## config.mk

```make
export PLATFORM = sky130hd
export DESIGN_NAME = nvram_port_arbiter_flat
export DESIGN_NICKNAME = d
export VERILOG_FILES = /design/src/rtl/nvram_port_arbiter_if.sv /design/src/rtl/nvram_port_arbiter.sv /design/src/flat_wrapper.sv
export SDC_FILE = /design/constraint.sdc
export NUM_CORES = 1
export LEC_CHECK = 0
export ABC_AREA = 0
export CAP_MARGIN = 20
export CORE_ASPECT_RATIO = 0.9
export CORE_UTILIZATION = 44
export CTS_BUF_LIST = sky130_fd_sc_hd__clkbuf_2
export DETAILED_ROUTE_END_ITERATION = 8
export GPL_ROUTABILITY_DRIVEN = 0
export PLACE_DENSITY = 0.95
export SLEW_MARGIN = 20
export SYNTH_ARGS = -nofsm -noshare
export SYNTH_HDL_FRONTEND = slang
export SYNTH_SLANG_ARGS = --single-unit
```

## constraint.sdc

```tcl
create_clock -name clk_sys -period 5.24 [get_ports clk_sys]
set_clock_uncertainty 0.2 [all_clocks]
set_input_delay 1.572 -clock clk_sys [delete_from_list [all_inputs] [get_ports clk_sys]]
set_output_delay 1.572 -clock clk_sys [all_outputs]
set_load 0.05 [all_outputs]
```

## src/rtl/nvram_port_arbiter_if.sv

```systemverilog
// nvram_port_arbiter_if: bundles the CPU, HPS and shared-RAM buses of the
// NVRAM port arbiter.
//   master : the surrounding system (CPU core, HPS bridge, RAM macro)
//   slave  : the arbiter itself
interface nvram_port_arbiter_if #(
  parameter int NV_AW = 10
);
  // CPU side
  logic             cpu_cs;
  logic             cpu_we;
  logic [15:0]      cpu_addr;
  logic [7:0]       cpu_din;
  logic [7:0]       cpu_dout;
  // HPS side (NVRAM load/save)
  logic             hps_wr;
  logic             hps_rd;
  logic [NV_AW-1:0] hps_addr;
  logic [7:0]       hps_din;
  logic [7:0]       hps_dout;
  logic             hps_wait;
  logic             hps_err;
  // Shared RAM port
  logic [15:0]      mem_addr;
  logic [7:0]       mem_din;
  logic             mem_we;
  logic [7:0]       mem_q;
  // Save-needed indicator
  logic             nv_dirty;

  modport master (
    output cpu_cs, cpu_we, cpu_addr, cpu_din,
    output hps_wr, hps_rd, hps_addr, hps_din,
    output mem_q,
    input  cpu_dout, hps_dout, hps_wait, hps_err,
    input  mem_addr, mem_din, mem_we, nv_dirty
  );

  modport slave (
    input  cpu_cs, cpu_we, cpu_addr, cpu_din,
    input  hps_wr, hps_rd, hps_addr, hps_din,
    input  mem_q,
    output cpu_dout, hps_dout, hps_wait, hps_err,
    output mem_addr, mem_din, mem_we, nv_dirty
  );
endinterface

```

## src/rtl/nvram_port_arbiter.sv

```systemverilog
// nvram_port_arbiter: shares one single-port synchronous RAM between the CPU
// (absolute priority, never stalled) and the HPS NVRAM load/save path, which
// slips into cycles where the CPU is not accessing RAM.
// Optional build macro: NVRAM_DIRTY_TRACK_EN enables the nv_dirty tracker
// (CPU writes into the NVRAM window since the last full save); without it
// nv_dirty is tied low and no window comparator is built.
module nvram_port_arbiter #(
  parameter logic [15:0] NV_BASE = 16'hCC00,
  parameter int          NV_AW   = 10
) (
  input  logic                  clk_sys,
  input  logic                  reset_n,
  nvram_port_arbiter_if.slave   bus
);

  typedef enum logic [1:0] {IDLE, H_RD, H_WR, H_CAP} state_t;
  typedef enum logic {OWN_CPU, OWN_HPS} owner_t;

  // Reset: asserts asynchronously, releases two clk_sys edges later
  logic [1:0]  rst_sync_reg;
  logic        rst_int_n;

  state_t      state_reg, state_next;
  logic [15:0] hps_addr_reg, hps_addr_next;
  logic [7:0]  hps_din_reg, hps_din_next;
  logic        hps_err_reg, hps_err_next;
  logic        hps_strobe;

  // Read-data routing tag: who issued the RAM read in the previous cycle
  owner_t      owner_reg;
  logic        rd_pend_reg;
  logic [7:0]  cpu_dout_reg;
  logic [7:0]  hps_dout_reg;

  // Two-flop synchroniser for the reset release
  always_ff @(posedge clk_sys or negedge reset_n) begin
    if (!reset_n) rst_sync_reg <= 2'b00;
    else          rst_sync_reg <= {rst_sync_reg[0], 1'b1};
  end

  assign rst_int_n  = rst_sync_reg[1];
  assign hps_strobe = bus.hps_wr | bus.hps_rd;

  // FSM state and captured HPS request registers
  always_ff @(posedge clk_sys or negedge rst_int_n) begin
    if (!rst_int_n) begin
      state_reg    <= IDLE;
      hps_addr_reg <= 16'h0000;
      hps_din_reg  <= 8'h00;
      hps_err_reg  <= 1'b0;
    end else begin
      state_reg    <= state_next;
      hps_addr_reg <= hps_addr_next;
      hps_din_reg  <= hps_din_next;
      hps_err_reg  <= hps_err_next;
    end
  end

  // Next-state: accept strobes only in IDLE, wait out CPU cycles, flag overruns
  always_comb begin
    state_next    = state_reg;
    hps_addr_next = hps_addr_reg;
    hps_din_next  = hps_din_reg;
    hps_err_next  = hps_err_reg;
    case (state_reg)
      IDLE: begin
        if (hps_strobe) begin
          // Window address formed once at capture; carry out of bit 15 dropped
          hps_addr_next = NV_BASE + 16'(bus.hps_addr);
          hps_din_next  = bus.hps_din;
        end
        if (bus.hps_wr) begin
          state_next = H_WR;
          // Simultaneous read and write: write wins, request is malformed
          if (bus.hps_rd) hps_err_next = 1'b1;
        end else if (bus.hps_rd) begin
          state_next = H_RD;
        end
      end
      H_RD: begin
        if (hps_strobe) hps_err_next = 1'b1;
        if (!bus.cpu_cs) state_next = H_CAP;
      end
      H_WR: begin
        if (hps_strobe) hps_err_next = 1'b1;
        if (!bus.cpu_cs) state_next = IDLE;
      end
      H_CAP: begin
        if (hps_strobe) hps_err_next = 1'b1;
        state_next = IDLE;
      end
      default: state_next = IDLE;
    endcase
  end

  // Shared RAM port mux: CPU first, then a pending HPS access, else idle
  always_comb begin
    bus.mem_addr = bus.cpu_addr;
    bus.mem_din  = bus.cpu_din;
    bus.mem_we   = 1'b0;
    if (bus.cpu_cs) begin
      bus.mem_we = bus.cpu_we;
    end else if (state_reg == H_RD) begin
      bus.mem_addr = hps_addr_reg;
    end else if (state_reg == H_WR) begin
      bus.mem_addr = hps_addr_reg;
      bus.mem_din  = hps_din_reg;
      bus.mem_we   = 1'b1;
    end
  end

  // Owner tag: remembers which side's read is returning on mem_q next cycle
  always_ff @(posedge clk_sys or negedge rst_int_n) begin
    if (!rst_int_n) begin
      owner_reg   <= OWN_CPU;
      rd_pend_reg <= 1'b0;
    end else if (bus.cpu_cs) begin
      owner_reg   <= OWN_CPU;
      rd_pend_reg <= ~bus.cpu_we;
    end else if (state_reg == H_RD) begin
      owner_reg   <= OWN_HPS;
      rd_pend_reg <= 1'b1;
    end else begin
      rd_pend_reg <= 1'b0;
    end
  end

  // Read-data capture: steer mem_q into the register of the tagged owner
  always_ff @(posedge clk_sys or negedge rst_int_n) begin
    if (!rst_int_n) begin
      cpu_dout_reg <= 8'h00;
      hps_dout_reg <= 8'h00;
    end else begin
      if (rd_pend_reg && owner_reg == OWN_CPU)
        cpu_dout_reg <= bus.mem_q;
      if (rd_pend_reg && owner_reg == OWN_HPS && state_reg == H_CAP)
        hps_dout_reg <= bus.mem_q;
    end
  end

  assign bus.cpu_dout = cpu_dout_reg;
  assign bus.hps_dout = hps_dout_reg;
  assign bus.hps_err  = hps_err_reg;
  // Wait rises in the strobe cycle itself so the HPS never double-issues
  assign bus.hps_wait = (state_reg != IDLE) | hps_strobe;

`ifdef NVRAM_DIRTY_TRACK_EN
  // Window bounds in 17 bits so a window ending at 0xFFFF still compares right
  localparam logic [16:0] WIN_LO  = {1'b0, NV_BASE};
  localparam logic [16:0] WIN_HI  = WIN_LO + 17'(1 << NV_AW);
  localparam logic [15:0] NV_LAST = NV_BASE + 16'((1 << NV_AW) - 1);

  logic nv_dirty_reg;
  logic win_wr;
  logic save_done;

  assign win_wr    = bus.cpu_cs & bus.cpu_we &
                     ({1'b0, bus.cpu_addr} >= WIN_LO) &
                     ({1'b0, bus.cpu_addr} <  WIN_HI);
  // The last byte of the window being read back marks a complete save
  assign save_done = (state_reg == H_CAP) && (hps_addr_reg == NV_LAST);

  // Dirty flag: a window write beats a same-cycle save completion
  always_ff @(posedge clk_sys or negedge rst_int_n) begin
    if (!rst_int_n)     nv_dirty_reg <= 1'b0;
    else if (win_wr)    nv_dirty_reg <= 1'b1;
    else if (save_done) nv_dirty_reg <= 1'b0;
  end

  assign bus.nv_dirty = nv_dirty_reg;
`else
  assign bus.nv_dirty = 1'b0;
`endif

endmodule

```

## src/flat_wrapper.sv

```systemverilog
// flat-port wrapper written by rule: the top's interface ports become plain ports
module nvram_port_arbiter_flat 
#(
  parameter logic [15:0] NV_BASE = 16'hCC00,
  parameter int          NV_AW   = 10
)
  (clk_sys, reset_n, bus_cpu_cs, bus_cpu_we, bus_cpu_addr, bus_cpu_din, bus_hps_wr, bus_hps_rd, bus_hps_addr, bus_hps_din, bus_mem_q, bus_cpu_dout, bus_hps_dout, bus_hps_wait, bus_hps_err, bus_mem_addr, bus_mem_din, bus_mem_we, bus_nv_dirty);
  nvram_port_arbiter_if #(.NV_AW(NV_AW)) bus_i ();
  input  logic clk_sys;
  input  logic reset_n;
  input wire logic [$bits(bus_i.cpu_cs)-1:0] bus_cpu_cs;
  input wire logic [$bits(bus_i.cpu_we)-1:0] bus_cpu_we;
  input wire logic [$bits(bus_i.cpu_addr)-1:0] bus_cpu_addr;
  input wire logic [$bits(bus_i.cpu_din)-1:0] bus_cpu_din;
  input wire logic [$bits(bus_i.hps_wr)-1:0] bus_hps_wr;
  input wire logic [$bits(bus_i.hps_rd)-1:0] bus_hps_rd;
  input wire logic [$bits(bus_i.hps_addr)-1:0] bus_hps_addr;
  input wire logic [$bits(bus_i.hps_din)-1:0] bus_hps_din;
  input wire logic [$bits(bus_i.mem_q)-1:0] bus_mem_q;
  output wire logic [$bits(bus_i.cpu_dout)-1:0] bus_cpu_dout;
  output wire logic [$bits(bus_i.hps_dout)-1:0] bus_hps_dout;
  output wire logic [$bits(bus_i.hps_wait)-1:0] bus_hps_wait;
  output wire logic [$bits(bus_i.hps_err)-1:0] bus_hps_err;
  output wire logic [$bits(bus_i.mem_addr)-1:0] bus_mem_addr;
  output wire logic [$bits(bus_i.mem_din)-1:0] bus_mem_din;
  output wire logic [$bits(bus_i.mem_we)-1:0] bus_mem_we;
  output wire logic [$bits(bus_i.nv_dirty)-1:0] bus_nv_dirty;
  assign bus_i.cpu_cs = bus_cpu_cs;
  assign bus_i.cpu_we = bus_cpu_we;
  assign bus_i.cpu_addr = bus_cpu_addr;
  assign bus_i.cpu_din = bus_cpu_din;
  assign bus_i.hps_wr = bus_hps_wr;
  assign bus_i.hps_rd = bus_hps_rd;
  assign bus_i.hps_addr = bus_hps_addr;
  assign bus_i.hps_din = bus_hps_din;
  assign bus_i.mem_q = bus_mem_q;
  assign bus_cpu_dout = bus_i.cpu_dout;
  assign bus_hps_dout = bus_i.hps_dout;
  assign bus_hps_wait = bus_i.hps_wait;
  assign bus_hps_err = bus_i.hps_err;
  assign bus_mem_addr = bus_i.mem_addr;
  assign bus_mem_din = bus_i.mem_din;
  assign bus_mem_we = bus_i.mem_we;
  assign bus_nv_dirty = bus_i.nv_dirty;
  nvram_port_arbiter #(.NV_BASE(NV_BASE), .NV_AW(NV_AW)) u_core (.clk_sys(clk_sys), .reset_n(reset_n), .bus(bus_i));
endmodule
```

After elaboration in Yosys (flattened, before gate mapping). Index checks and enable logic that the tools add are counted.

Output and inout port bits: 44. Logic and storage cells: 55. Register bits: 47. Bits of input ports: 56.

Reductions and logical operators: 10. Bitwise gates (word level): 4. Mux-type cells: 22. $add $sub $neg: 1. Equal/unequal tests: 9.

Operator list (count): 2-to-1 mux 16 bit (3); 2-to-1 mux 8 bit (3); adder 15 x 11 -> 16 bit (first input constant) (1); 2-to-1 mux 1 bit (10); 2-to-1 mux 2 bit (4); != test 2 bit (second input constant) (4); one-hot mux 2 bit (4 select lines) (1); AND reduction 3 bit (2); equality test 2 bit (second input constant) (2); nonzero test 2 bit (2); logical AND 1 bit (3); != test 3 bit (second input constant) (1); OR reduction 3 bit (1); equality test 2 x 1 -> 1 bit (second input constant) (1); logical NOT 2 bit (1); != test 2 x 1 -> 1 bit (second input constant) (1); NOT 1 bit (2); bitwise OR 1 bit (2); one-hot mux 1 bit (2 select lines) (1); AND reduction 2 bit (1).

Longest topological paths before layout.
Depth after elaboration: 4. Gate-level depth with buffers: 5. Mapped depth without buffers: 3.

Worst setup path after synthesis. No wires, ideal clock.

Path kind: input to output. From: input port bus_cpu_cs. To: output port bus_mem_addr[12]. Cell stages on the path: 4. Required time: 3468 ps. Data arrival time: 2796 ps. Slack: 672 ps. Path buffers: 2. Cells stage by stage: clkbuf_1 > a21oi_4 > buf_6 > nor2b_1.

Longest elaborated chain between the ends: 1.

Ends and longest elaborated chain: from (decl) (RTL line flat_wrapper.sv:11) `input wire logic [$bits(bus_i.cpu_cs)-1:0] bus_cpu_cs;`; 2-to-1 mux 16 bit (RTL line nvram_port_arbiter.sv:101) `if (bus.cpu_cs) begin`; to (decl) (RTL line flat_wrapper.sv:24) `output wire logic [$bits(bus_i.mem_addr)-1:0] bus_mem_addr;`.

No other way between the ends.

Worst setup path after layout.
From: input port bus_cpu_cs. To: output port bus_mem_din[1].

Longest elaborated chain between the ends: 1.

Ends and longest elaborated chain: 2-to-1 mux 8 bit (RTL line nvram_port_arbiter.sv:101); to (decl) (RTL line flat_wrapper.sv:25) `output wire logic [$bits(bus_i.mem_din)-1:0] bus_mem_din;`.

No other way between the ends.

==> out/qor.yml <==
sta:
  setup_slack_ns: 0.273
  fin_tns_setup_ns: 0
  period_share: 0.948
  setup-violations-final: 0
  relSlewSlack: 0.317
  rsz0062_at_grt: "false"
  fmax_mhz: 201
  slew_violations: 0
  whs_ns: 0.140
  tightestPinTransition_ns: 1.02
  hold_viol: 0
  min_period_ns: 4.97
worst_setup_path:
  crit_chain: "clkdlybuf4s50_1, nor2_2, mux2_2, buf_4"
  cpPeakStageDelay_ns: 0.58
  critPathRequiredTime_ns: 3.47
  endpoint_kind: "output pin"
  rrSetupSlack_ns: 3.07
  crit_fanout: 9
  startpoint_type: "primary input"
  path_class: "in -> out"
  worst_ep_arrival_time_ns: 3.19
  slowest_stage: "clkdlybuf4s50_1"
clock_tree:
  cts.clk_slew.worst_paths_ns: 0.19
  root_buffer: "clkbuf_2"
  cts_htree_levels: 2
  cts_sinks: 42
  cts_tree: "yes"
  ctsHoldBuffers: 0
  clk_path_buf_depth: 2
  cts_buffers: 5
  insertion_delay_ns: 0.39
  post_cts_resized: 0
  post_cts_buffers: 0
power_and_ir_drop:
  p_sw_frac: 0.433
  p_int_uw: 788
  ir_drop_mv: 0.318
  combPwrFrac: 0.541
  seqPwrFrac: 0.365
  pwr-share-clk: 0.094
  p_leak_uw: 0.00127
  power_density_nw_per_um2: 469
  p_sw_uw: 602
cells_and_area:
  area_growth_pct: 50.8
  drive_gt1_frac: 0.391
  multi_input_area_um2: 848
  n_fill_cell: 318
  final_core_util: 0.709
  diodes: 0
  largest_reg_flops: 11
  ff_latch_area_um2: 1050
  finish.net_count: 288
grt:
  grt_max_degree: 22
  track_usage: 0.205
  antenna_found_initial: 0
  grt_overflow_total: 0
  grt_pass1_vias: 1492
  grt_pass1_wl_mm: 7.19
yosys:
  synth_area_leaders: "dfrtp_1 53%, mux2_2 24%, mux2_4 6.9%, mux2_1 2.9%, nand2b_4 1.4%"
  syn-cell-area_um2: 1970
  ys_seq_area_frac: 0.534
  syn_area_per_cell_um2: 14.9
  synthCells: 132
  synth_top_cell_area_share: 0.534
  synth_nets: 188
  yosys.area.top_type: "dfrtp_1"
  synth.distinct_cells: 27
  ys_ff_latch: 42
  yosys_warnings: 0
floorplan:
  start_util: 0.470
  die_height_um: 65.4
  ios: 100
  die_area_um2: 4740
  core-area_um2: 4180
  dieWidth_um: 72.5
  row_count: 22
route:
  wire_per_inst_um: 15.2
  firstDrtPassIters: 3
  drcViolationCount: 0
  ant_nets: 0
  drt_wl_total_mm: 4.45
  initialDrtViolationCount: 57
  num_vias: 1371
  viasPerCell: 4.68
hold_path:
  hold_class: "reg -> async"
status:
  status: "finished, final reports clean"
placement:
  dp_hpwl_mm: 3.51
  placement.io_buffers: 98
  place_ws_ns: 0.280
job:
  maxCapViolCount: 0
layout by cell type, fill, tap and decap left out, drive strengths merged:
master,instances
a211oi,1
a21o,1
a21oi,3
buf,27
clkbuf,6
clkdlybuf4s50,73
clkinv,2
conb,2
dfrtp,42
inv,2
mux2,56
mux2i,1
nand2,1
nand2b,3
nand4,1
nor2,4
nor2b,3
nor3,1
o211ai,1
o21bai,1
o31ai,1
or2,1
worst paths after layout:
path	cells after the start	from	endpoint
max in group asynchronous	1	reset_n	u_core.rst_sync_reg[1]$_DFF_PN0_
min in group clk_sys	0	u_core.rst_sync_reg[0]$_DFF_PN0_	u_core.rst_sync_reg[1]$_DFF_PN0_
max	4	bus_cpu_cs	bus_mem_din[1]
min	0	u_core.rst_sync_reg[1]$_DFF_PN0_	u_core.hps_addr_reg[2]$_DFFE_PN0P_
min reg2reg	0	u_core.rst_sync_reg[1]$_DFF_PN0_	u_core.hps_addr_reg[2]$_DFFE_PN0P_
max reg2reg	2	u_core.state_reg[1]$_DFFE_PN0P_	u_core.hps_din_reg[3]$_DFFE_PN0P_
final cells by class:
type / count / share of cell area
repair buffers: 100 / 0.319
well taps: 60 / 0.0253
flip-flops and latches: 42 / 0.354
clock inverters: 2 / 0.00295
inverters: 2 / 0.00253
clock buffers: 6 / 0.0101
multi-input cells: 81 / 0.286
cells in the mapped netlist, drive strengths merged:
| library cell | count |
|---|---|
| nand2 | 1 |
| o211ai | 1 |
| nor2b | 3 |
| buf | 5 |
| mux2 | 56 |
| nand4 | 1 |
| a211oi | 1 |
| or2 | 1 |
| o31ai | 1 |
| nand2b | 3 |
| dfrtp | 42 |
| nor2 | 4 |
| mux2i | 1 |
| inv | 2 |
| a21o | 1 |
| conb | 2 |
| clkbuf | 2 |
| a21oi | 3 |
| o21bai | 1 |
| nor3 | 1 |
power by group through the flow:
| stage | sequential, uW | clock [uW] | combinational (uW) |
|---|---|---|---|
| finish | 507 | 131 | 752 |
| floorplan | 659 | 0 | 378 |
| global route | 524 | 151 | 784 |
| CTS | 508 | 137 | 759 |
| global placement | 511 | 0 | 745 |
| detailed placement | 516 | 0 | 757 |
cell families after synthesis:
group           synth area share
compound gates            0.0325
buf+inv                   0.0343
flops                      0.534
mux                        0.343
other cells              0.00382
simple gates              0.0522
metrics by stage:
step	instances	power, uW	cell area [um^2]
2_1_floorplan	132	1040	1970
3_3_place_gp	285	1260	2930
3_5_place_dp	285	1270	2930
4_1_cts	293	1400	2970
5_1_grt	293	1460	2970
6_report	293	1390	2970
per-layer routing:
| layer | vias to the layer above | share of wire | global-route usage |
|---|---|---|---|
| li1 | 660 | - | - |
| met1 | 673 | 0.42 | 0.253 |
| met2 | 29 | 0.53 | 0.352 |
| met3 | 9 | 0.031 | 0.0475 |
| met4 | 0 | 0.019 | 0.0760 |
| met5 | - | 0 | 0 |
worst max-delay path: cells and delay by family:
family                 cells  cell delay [ns]
buffers and inverters      2             0.77
and+or+nand+nor            1             0.45
muxes                      1             0.40
Power figures use the tool's default switching activity.
